File: config.mk
export PLATFORM = sky130hd
export DESIGN_NAME = rpn_sequencer_flat
export DESIGN_NICKNAME = d
export VERILOG_FILES = /design/src/rtl/rpn_sequencer_if.sv /design/src/rtl/rpn_sequencer.sv /design/src/flat_wrapper.sv
export SDC_FILE = /design/constraint.sdc
export NUM_CORES = 1
export LEC_CHECK = 0
export BUFFER_PORTS_ARGS = -buffer_cell sky130_fd_sc_hd__buf_2
export CAP_MARGIN = 10
export CORE_ASPECT_RATIO = 1.25
export CORE_UTILIZATION = 45
export CTS_CLUSTER_SIZE = 8
export DETAILED_ROUTE_END_ITERATION = 8
export PLACE_DENSITY = 0.74
export SETUP_SLACK_MARGIN = 0.4
export SYNTH_ARGS = -nofsm -noshare
export SYNTH_HDL_FRONTEND = slang
export SYNTH_SLANG_ARGS = --single-unit
File: constraint.sdc
create_clock -name clk -period 2.61 [get_ports clk]
set_input_delay 0.261 -clock clk [delete_from_list [all_inputs] [get_ports clk]]
set_output_delay 0.261 -clock clk [all_outputs]
set_load 0.01 [all_outputs]
File: src/rtl/rpn_sequencer_if.sv
// Token channel from the command decoder into the RPN sequencer.
// A token transfers on any rising clk edge where tok_valid and tok_ready are both high;
// the source holds its fields stable while tok_valid is high and tok_ready is low.
interface rpn_sequencer_if #(
  parameter int W = 10
);
  logic         tok_valid;
  logic         tok_ready;
  logic         tok_is_op;
  logic [W-1:0] tok_data;
  logic         tok_last;

  modport master (
    output tok_valid, tok_is_op, tok_data, tok_last,
    input  tok_ready
  );

  modport slave (
    input  tok_valid, tok_is_op, tok_data, tok_last,
    output tok_ready
  );
endinterface

File: src/rtl/rpn_sequencer.sv
// Evaluates RPN token streams on the shared hardware stack; sole master of its push/pop.
// Stack strobes are combinational so an operand is pushed in its own handshake cycle.
module rpn_sequencer #(
  parameter int W     = 10,
  parameter int DEPTH = 7,
  localparam int DW   = $clog2(DEPTH + 1)
) (
  input  logic          clk,
  input  logic          rst,
  rpn_sequencer_if.slave tok,
  output logic          stk_push,
  output logic          stk_pop,
  output logic [W-1:0]  stk_indata,
  input  logic [W-1:0]  stk_outdata,
  output logic          res_valid,
  output logic [W-1:0]  res_data,
  output logic [1:0]    err_code,
  output logic [DW-1:0] depth,
  output logic          busy,
  output logic [2:0]    dbg_state
);

  typedef enum logic [2:0] {
    IDLE  = 3'd0,
    POP_B = 3'd1,
    POP_A = 3'd2,
    EXEC  = 3'd3,
    FIN   = 3'd4,
    DRAIN = 3'd5
  } state_e;

  localparam logic [1:0]    ERR_NONE = 2'd0;
  localparam logic [1:0]    ERR_OVF  = 2'd1;
  localparam logic [1:0]    ERR_UNF  = 2'd2;
  localparam logic [1:0]    ERR_UNB  = 2'd3;
  localparam logic [DW-1:0] DEPTH_C  = DW'(DEPTH);
  localparam logic [DW-1:0] ONE_C    = DW'(1);
  localparam logic [DW-1:0] TWO_C    = DW'(2);

  state_e        state_q;
  logic [DW-1:0] depth_q;
  logic [W-1:0]  a_q, b_q, res_data_q;
  logic [1:0]    op_q, err_q;
  logic          last_q, res_valid_q;
  logic          tok_accept;
  logic [W-1:0]  alu_d;

  assign tok.tok_ready = (state_q == IDLE);
  assign tok_accept    = tok.tok_valid && (state_q == IDLE);

  always_comb begin
    alu_d = '0;
    case (op_q)
      2'd0:    alu_d = a_q + b_q;
      2'd1:    alu_d = a_q - b_q;
      2'd2:    alu_d = a_q & b_q;
      default: alu_d = a_q | b_q;
    endcase
  end

  always_comb begin
    stk_push   = 1'b0;
    stk_pop    = 1'b0;
    stk_indata = '0;
    case (state_q)
      IDLE: begin
        // An operand arriving on a full stack is discarded, never pushed.
        if (tok_accept && !tok.tok_is_op && (depth_q != DEPTH_C)) begin
          stk_push   = 1'b1;
          stk_indata = tok.tok_data;
        end
      end
      POP_B, POP_A: stk_pop = 1'b1;
      EXEC: begin
        stk_push   = 1'b1;
        stk_indata = alu_d;
      end
      FIN:     stk_pop = (depth_q == ONE_C);
      DRAIN:   stk_pop = (depth_q != '0);
      default: ;
    endcase
  end

  always_ff @(posedge clk or negedge rst) begin
    if (!rst) begin
      state_q     <= IDLE;
      depth_q     <= '0;
      a_q         <= '0;
      b_q         <= '0;
      op_q        <= '0;
      last_q      <= 1'b0;
      err_q       <= ERR_NONE;
      res_data_q  <= '0;
      res_valid_q <= 1'b0;
    end else begin
      res_valid_q <= 1'b0;
      case (state_q)
        IDLE: begin
          if (tok_accept) begin
            err_q <= ERR_NONE;
            if (!tok.tok_is_op) begin
              if (depth_q == DEPTH_C) begin
                err_q   <= ERR_OVF;
                state_q <= DRAIN;
              end else begin
                depth_q <= depth_q + ONE_C;
                if (tok.tok_last) state_q <= FIN;
              end
            end else begin
              op_q   <= tok.tok_data[1:0];
              last_q <= tok.tok_last;
              if (depth_q < TWO_C) begin
                err_q   <= ERR_UNF;
                state_q <= DRAIN;
              end else begin
                state_q <= POP_B;
              end
            end
          end
        end
        POP_B: begin
          b_q     <= stk_outdata;
          depth_q <= depth_q - ONE_C;
          state_q <= POP_A;
        end
        POP_A: begin
          a_q     <= stk_outdata;
          depth_q <= depth_q - ONE_C;
          state_q <= EXEC;
        end
        EXEC: begin
          depth_q <= depth_q + ONE_C;
          state_q <= last_q ? FIN : IDLE;
        end
        FIN: begin
          if (depth_q == ONE_C) begin
            res_data_q  <= stk_outdata;
            res_valid_q <= 1'b1;
            depth_q     <= '0;
            state_q     <= IDLE;
          end else begin
            err_q   <= ERR_UNB;
            state_q <= DRAIN;
          end
        end
        DRAIN: begin
          if (depth_q != '0) depth_q <= depth_q - ONE_C;
          else               state_q <= IDLE;
        end
        default: state_q <= IDLE;
      endcase
    end
  end

  assign res_valid = res_valid_q;
  assign res_data  = res_data_q;
  assign err_code  = err_q;
  assign depth     = depth_q;
  assign busy      = (state_q != IDLE);
  assign dbg_state = state_q;

endmodule

File: src/flat_wrapper.sv
// flat-port wrapper written by rule: the top's interface ports become plain ports
module rpn_sequencer_flat 
#(
  parameter int W     = 10,
  parameter int DEPTH = 7,
  localparam int DW   = $clog2(DEPTH + 1)
)
  (clk, rst, stk_push, stk_pop, stk_indata, stk_outdata, res_valid, res_data, err_code, depth, busy, dbg_state, tok_tok_valid, tok_tok_is_op, tok_tok_data, tok_tok_last, tok_tok_ready);
  rpn_sequencer_if #(.W(W)) tok_i ();
  input  logic clk;
  input  logic rst;
  output logic stk_push;
  output logic stk_pop;
  output logic [W-1:0] stk_indata;
  input  logic [W-1:0] stk_outdata;
  output logic res_valid;
  output logic [W-1:0] res_data;
  output logic [1:0] err_code;
  output logic [DW-1:0] depth;
  output logic busy;
  output logic [2:0] dbg_state;
  input wire logic [$bits(tok_i.tok_valid)-1:0] tok_tok_valid;
  input wire logic [$bits(tok_i.tok_is_op)-1:0] tok_tok_is_op;
  input wire logic [$bits(tok_i.tok_data)-1:0] tok_tok_data;
  input wire logic [$bits(tok_i.tok_last)-1:0] tok_tok_last;
  output wire logic [$bits(tok_i.tok_ready)-1:0] tok_tok_ready;
  assign tok_i.tok_valid = tok_tok_valid;
  assign tok_i.tok_is_op = tok_tok_is_op;
  assign tok_i.tok_data = tok_tok_data;
  assign tok_i.tok_last = tok_tok_last;
  assign tok_tok_ready = tok_i.tok_ready;
  rpn_sequencer #(.W(W), .DEPTH(DEPTH)) u_core (.clk(clk), .rst(rst), .tok(tok_i), .stk_push(stk_push), .stk_pop(stk_pop), .stk_indata(stk_indata), .stk_outdata(stk_outdata), .res_valid(res_valid), .res_data(res_data), .err_code(err_code), .depth(depth), .busy(busy), .dbg_state(dbg_state));
endmodule
==> results of run 1 <==
[what timing repair did]
item,in CTS,in global routing
gates resized for setup,12,11
pin swaps,11,9
cloned,0,1
endpoints found under the hold margin,0,0
setup endpoints to repair,11,11
buffers inserted,1,4
[routing by layer]
metal / part of all wire / wire length (um)
met1: 0.43 / 3020
met2: 0.51 / 3640
met3: 0.041 / 287
met4: 0.017 / 121
met5: 0 / 0
[metrics by stage]
| step | std cells | utilization | hold WS [ns] |
|---|---|---|---|
| after global placement | 452 | 0.568 | 0.429 |
| final | 465 | 0.606 | 0.101 |
| after CTS | 460 | 0.591 | 0.124 |
| after detailed placement | 452 | 0.568 | 0.437 |
| after floorplan | 306 | - | -0.0346 |
| after global routing | 465 | 0.606 | 0.173 |
[cells in the final DEF, fill, tap and decap left out, drive strengths merged, types with 3 or more instances in the layout]
cell | synthesis | final
o21a | 8 | 8
dfrtp | 42 | 42
a31oi | 6 | 6
nor2 | 21 | 21
buf | 8 | 83
and3 | 2 | 3
nand2b | 4 | 4
nor3b | 3 | 3
nor3 | 13 | 13
inv | 10 | 10
nor2b | 5 | 5
nor4 | 3 | 3
o31a | 4 | 4
a21oi | 22 | 22
a21o | 3 | 3
xnor2 | 8 | 8
ha | 17 | 17
clkbuf | 6 | 7
mux2 | 21 | 21
maj3 | 3 | 3
o31ai | 5 | 5
or3 | 4 | 4
nand2 | 44 | 44
o21ai | 22 | 22
nand3 | 3 | 3
[area by class of cell]
type                    count  share of cell area
multi-input cells         240               0.503
flip-flops and latches     42               0.295
repair buffers             83               0.140
well taps                  82              0.0287
clock buffers               7              0.0214
inverters                  11              0.0119
[path summary, 6_finish.rpt]
kind | start | endpoint | slack, ns | cells past startpoint
max | u_core.b_q[2] | stk_indata[9] | -0.34 | 10
min | rst | u_core.res_valid | 0.10 | 1
max reg2reg | u_core.depth[1] | u_core.err_code[0] | 0.69 | 8
min reg2reg | u_core.res_data[6] | u_core.res_data[6] | 0.48 | 2
max in group asynchronous | rst | u_core.dbg_state[2] | 1.87 | 1
min in group clk | stk_outdata[8] | u_core.res_data[8] | 0.19 | 3
[flip-flops by register name (all words and copies together) (netlist names)]
signal,count
u_core.err_code,2
u_core.last_q,1
u_core.a_q,10
u_core.op_q,2
u_core.b_q,10
u_core.res_valid,1
u_core.res_data,10
u_core.dbg_state,3
u_core.depth,3
[power by group through the flow]
stage / clock [uW] / sequential, uW / combinational (uW)
2_1_floorplan: 0 / 1330 / 2710
3_3_place_gp: 0 / 1310 / 3660
3_5_place_dp: 0 / 1330 / 3800
4_1_cts: 395 / 1330 / 4010
5_1_grt: 423 / 1390 / 4630
6_report: 386 / 1340 / 4220
[logic make-up after synthesis]
family	after synthesis	share of synthesized area
simple gates	108	0.190
compound gates	78	0.175
flops	42	0.376
buf+inv	25	0.0439
mux	22	0.0896
fa+ha+maj	21	0.0940
xor+xnor	10	0.0314
[critical path: cells and delay by family, from the launching register on]
family | cells | cell delay (ns)
buffers and inverters | 1 | 0.15
flip-flops | 1 | 0.46
XOR/XNOR | 1 | 0.14
AND/OR/NAND/NOR | 2 | 0.60
adder cells (fa/ha/maj) | 1 | 0.34
AO/OA/AOI/OAI | 5 | 0.72
==> impl_metrics.tcl, run 1 <==
set metrics [dict create \
    yosysWarnings 0 \
    grt_usage 0.218 \
    use_met3 0.0280 \
    cts_root_buf "clkbuf_8" \
    grt_max_degree 43 \
    slew_headroom 0.388 \
    io_buffers 57 \
    htreeDepth 2 \
    slowest_stage "dfrtp_2" \
    pwr-share-comb 0.709 \
    cp_max_fo 3 \
    antenna_cells 0 \
    finalSetupTns_ns -1.83 \
    place_area_sq_um 3350 \
    drive_above_1_share 0.386 \
    hold_class "input pin to asynchronous set/reset pin" \
    irDropWorstVdd_mv 0.715 \
    dpl_worst_slack_ns -0.137 \
    synth_top_area_frac 0.376 \
    critPathCaptureType "output pin" \
    async_reset_ff_frac 1.00 \
    ys_types 50 \
    netSwitchingPower_uw 2690 \
    row_count 31 \
    crit_path_cell_trace "nor4_4 -> a21oi_2 -> xnor2_1 -> ha_1 -> and3_1 -> o211a_1 -> o31ai_2 -> a21o_1 -> a31oi_2 -> buf_2" \
    clockBufferDepth 2 \
    worstPathRequired_ns 2.35 \
    internal-power_uw 3250 \
    synth_most_common_cell "nand2_1" \
    post-route-min-period_ns 2.95 \
    detail-route-antenna-nets 0 \
    slew_viol_final 0 \
    ys_seq_area_frac 0.376 \
    avgSynthCellArea_sq_um 9.13 \
    cts_inserted_buffers 5 \
    die_h_um 90.1 \
    synthesis.nets 349 \
    synth_flop_cell "dfrtp_1" \
    antenna_found_initial 0 \
    period_share 1.13 \
    core_area_sq_um 5900 \
    power.share.switching 0.453 \
    grt_use_met2 0.365 \
    cts_hold_buf 0 \
    vias_per_cell 5.36 \
    violations "setup timing" \
    start_kind "flop" \
    rsz0062_at_grt "true" \
    cts.sinks 42 \
    fmax_mhz 339 \
    worstMarginPinSlew_ns 0.918 \
    use_met1 0.287 \
    nFillCells 517 \
    power_frac_seq 0.226 \
    routabilityCongestion 0.846 \
    multi_input_area_sq_um 1800 \
    clk_pin_slew_ns 0.07 \
    design_area_sq_um 3570 \
    synthTopCellsByCount "nand2_1, dfrtp_1, a21oi_1" \
    synth_cells 306 \
    start_util 0.474 \
    dpl.hpwl_um 5120 \
    area_growth_pct 27.9 \
    power_uw 5940 \
    synth_area_sq_um 2790 \
    ios 58 \
    p_clk_frac 0.065 \
    cpPeakStageDelay_ns 0.46 \
    drc 0 \
    yosys-top-cells-area "dfrtp_1, mux2_2, ha_1" \
    grt_pass1_wl_um 11300 \
    path_class "flop to output pin" \
    final.setup.worst_slack_ns -0.343 \
    seq_area_sq_um 1050 \
    dr.pass1.iters 4 \
    fin_worst_skew_ns 0.00336 \
    cts_tree "yes" \
    grt_pass1_vias 2372 \
    clk_latency_ns 0.29 \
    die_area_sq_um 6530 \
    dieWidth_um 72.5 \
    synth_top_area_cell "dfrtp_1" \
    nets 426 \
    post_drt_wl_per_cell_um 15.2 \
    drt_wl_total_um 7070 \
    maxCapViolations 0 \
    power_density_nw_per_um2 1660 \
    hold_violations 0 \
    grt-busiest-layer "met2" \
    p_leak_uw 0.00168 \
    cp.arrival_ns 2.69 \
    grt-ovfl-total 0 \
    num_vias 2494 \
    ys_ff_latch 42 \
    drt_iter0_markers 89 \
    status "complete, but fails checks" \
    synth_edf_count 0 \
    setup_viol 7 \
]
Power figures use the tool's default switching activity.
==> run 2, diff against run 1 <==
Settings changed: SKIP_LAST_GASP set to 1.
==> impl_metrics.tcl, run 2 (synthesis gave the netlist of run 1 again) <==
set metrics [dict create \
    status "complete, but fails checks" \
    violations "setup timing" \
    hold_violations 0 \
    crit_path_cell_trace "buf_12 -> buf_4 -> xnor2_1 -> ha_1 -> buf_6 -> o21a_1 -> o31a_1 -> o21a_1 -> o21a_1 -> o31ai_4 -> buf_2" \
    worstPathRequired_ns 2.35 \
    area_growth_pct 27.9 \
    crit_buf_inv 4 \
    grt_pass1_vias 2374 \
    hold_slack_ns 0.102 \
    antenna_found_initial 0 \
    cts_root_buf "clkbuf_8" \
    path_class "flop to output pin" \
    hold_class "input pin to asynchronous set/reset pin" \
    row_count 31 \
    design_area_sq_um 3570 \
    setup_viol 7 \
    start_kind "flop" \
    clockBufferDepth 2 \
    cts_inserted_buffers 5 \
    final.setup.worst_slack_ns -0.332 \
    htreeDepth 2 \
    fmax_mhz 340 \
    grt-ovfl-total 0 \
    antenna_cells 0 \
    drt_iter0_markers 91 \
    nets 426 \
    clk_pin_slew_ns 0.07 \
    critPathCaptureType "output pin" \
    post_drt_wl_per_cell_um 15.2 \
    place_area_sq_um 3350 \
    mostFrequentLayoutCell "buf_2" \
    routabilityCongestion 0.846 \
    start_util 0.474 \
    cts_hold_buf 0 \
    r2r-end "u_core.err_code[0]" \
    fin_worst_skew_ns 0.00336 \
    critPathMostFrequentCell "o21a_1" \
    irDropWorstVdd_mv 0.715 \
    maxCapViolations 0 \
    cp_max_fo 5 \
    drc 0 \
    r2r-start "u_core.depth[1]" \
    dp.cells 452 \
    dpl.hpwl_um 5120 \
    slew_viol_final 0 \
    p_leak_uw 0.00168 \
    instances_no_fill 465 \
    grt_pass1_wl_um 11300 \
    worstMarginPinSlew_ns 0.918 \
    dieWidth_um 72.5 \
    die_area_sq_um 6530 \
    vias_per_cell 5.37 \
    rsz0062_at_grt "true" \
    rr_worst_depth 8 \
    cts.sinks 42 \
    grt_max_degree 43 \
    cp.arrival_ns 2.68 \
    final_cell_mix "buf_2, nand2_1, dfrtp_1" \
    dr.pass1.iters 4 \
    power_density_nw_per_um2 1660 \
    ff2ff_setup_slack_ns 0.69 \
    die_h_um 90.1 \
    num_vias 2499 \
    drive_above_1_share 0.386 \
    drt_wl_total_um 7080 \
    clk_latency_ns 0.29 \
    ios 58 \
    period_share 1.13 \
    detail-route-antenna-nets 0 \
    slew_headroom 0.388 \
    grt_usage 0.218 \
    cpPeakStageDelay_ns 0.46 \
    core_area_sq_um 5900 \
    cpLargestDelayFamily "compound AO/OA/AOI/OAI gates" \
    slowest_stage "dfrtp_2" \
    io_buffers 57 \
    post-route-min-period_ns 2.94 \
    cts_tree "yes" \
]
## run 2: cell counts in the layout (fill, tap and decap cells not counted)
No cell type changed its count.
## run 2: layer usage
| metal | global-route usage | wire length (um) | up-vias |
|---|---|---|---|
| met5 | 0 | 0 | - |
| met4 | 0.0735 | 121 | 0 |
| met3 | 0.0280 | 235 | 11 |
| met2 | 0.365 | 3630 | 62 |
| met1 | 0.287 | 3090 | 1192 |
| li1 | - | - | 1234 |
## run 2: cell type report
cell class | instances | area, sq um
Fill cell | 517 | 2320
Timing Repair Buffer | 83 | 500
Inverter | 11 | 42.5
Tap cell | 82 | 103
Multi-Input combinational cell | 240 | 1800
Clock buffer | 7 | 76.3
Sequential cell | 42 | 1050
## run 2: stage by stage
stage,worst slack (ns),power (uW),setup TNS (ns),utilization
6_report,-0.332,5950,-1.83,0.606
4_1_cts,-0.333,5740,-1.82,0.591
5_1_grt,-0.430,6440,-2.72,0.606
3_5_place_dp,-0.137,5130,-0.466,0.568
2_1_floorplan,0.0546,4040,0,-
3_3_place_gp,-0.0542,4980,-0.105,0.568
## run 2: worst max path at each step
| stage | slack [ns] | endpoint | cells after the start | from |
|---|---|---|---|---|
| after floorplan | 0.05 | stk_indata[8] | 10 | u_core.op_q[0] |
| after global placement | -0.05 | stk_indata[7] | 10 | u_core.op_q[1] |
| after detailed placement | -0.14 | stk_indata[5] | 10 | u_core.op_q[1] |
| after CTS | -0.33 | stk_indata[5] | 11 | u_core.b_q[0] |
| after global routing | -0.43 | stk_indata[8] | 9 | u_core.b_q[2] |
| final | -0.33 | stk_indata[5] | 11 | u_core.b_q[2] |
## run 2: power by group
| group | switching [uW] | total, uW | internal [uW] |
|---|---|---|---|
| registers | 357 | 1340 | 984 |
| clock network | 202 | 386 | 184 |
| logic | 2140 | 4220 | 2080 |
## run 2: what timing repair did
item / CTS / global route
setup endpoints to repair: 11 / 11
setup buffers: 1 / 4
gates resized for setup: 12 / 11
pin swaps: 11 / 9
cloned: 0 / 1
## run 2: worst reg2reg max path, delay by kind of cell (launching register included)
kind	cells	cell delay, ns
compound gates	1	0.18
fa+ha+maj	1	0.18
flops	1	0.43
simple gates	4	0.76
buf+inv	2	0.30
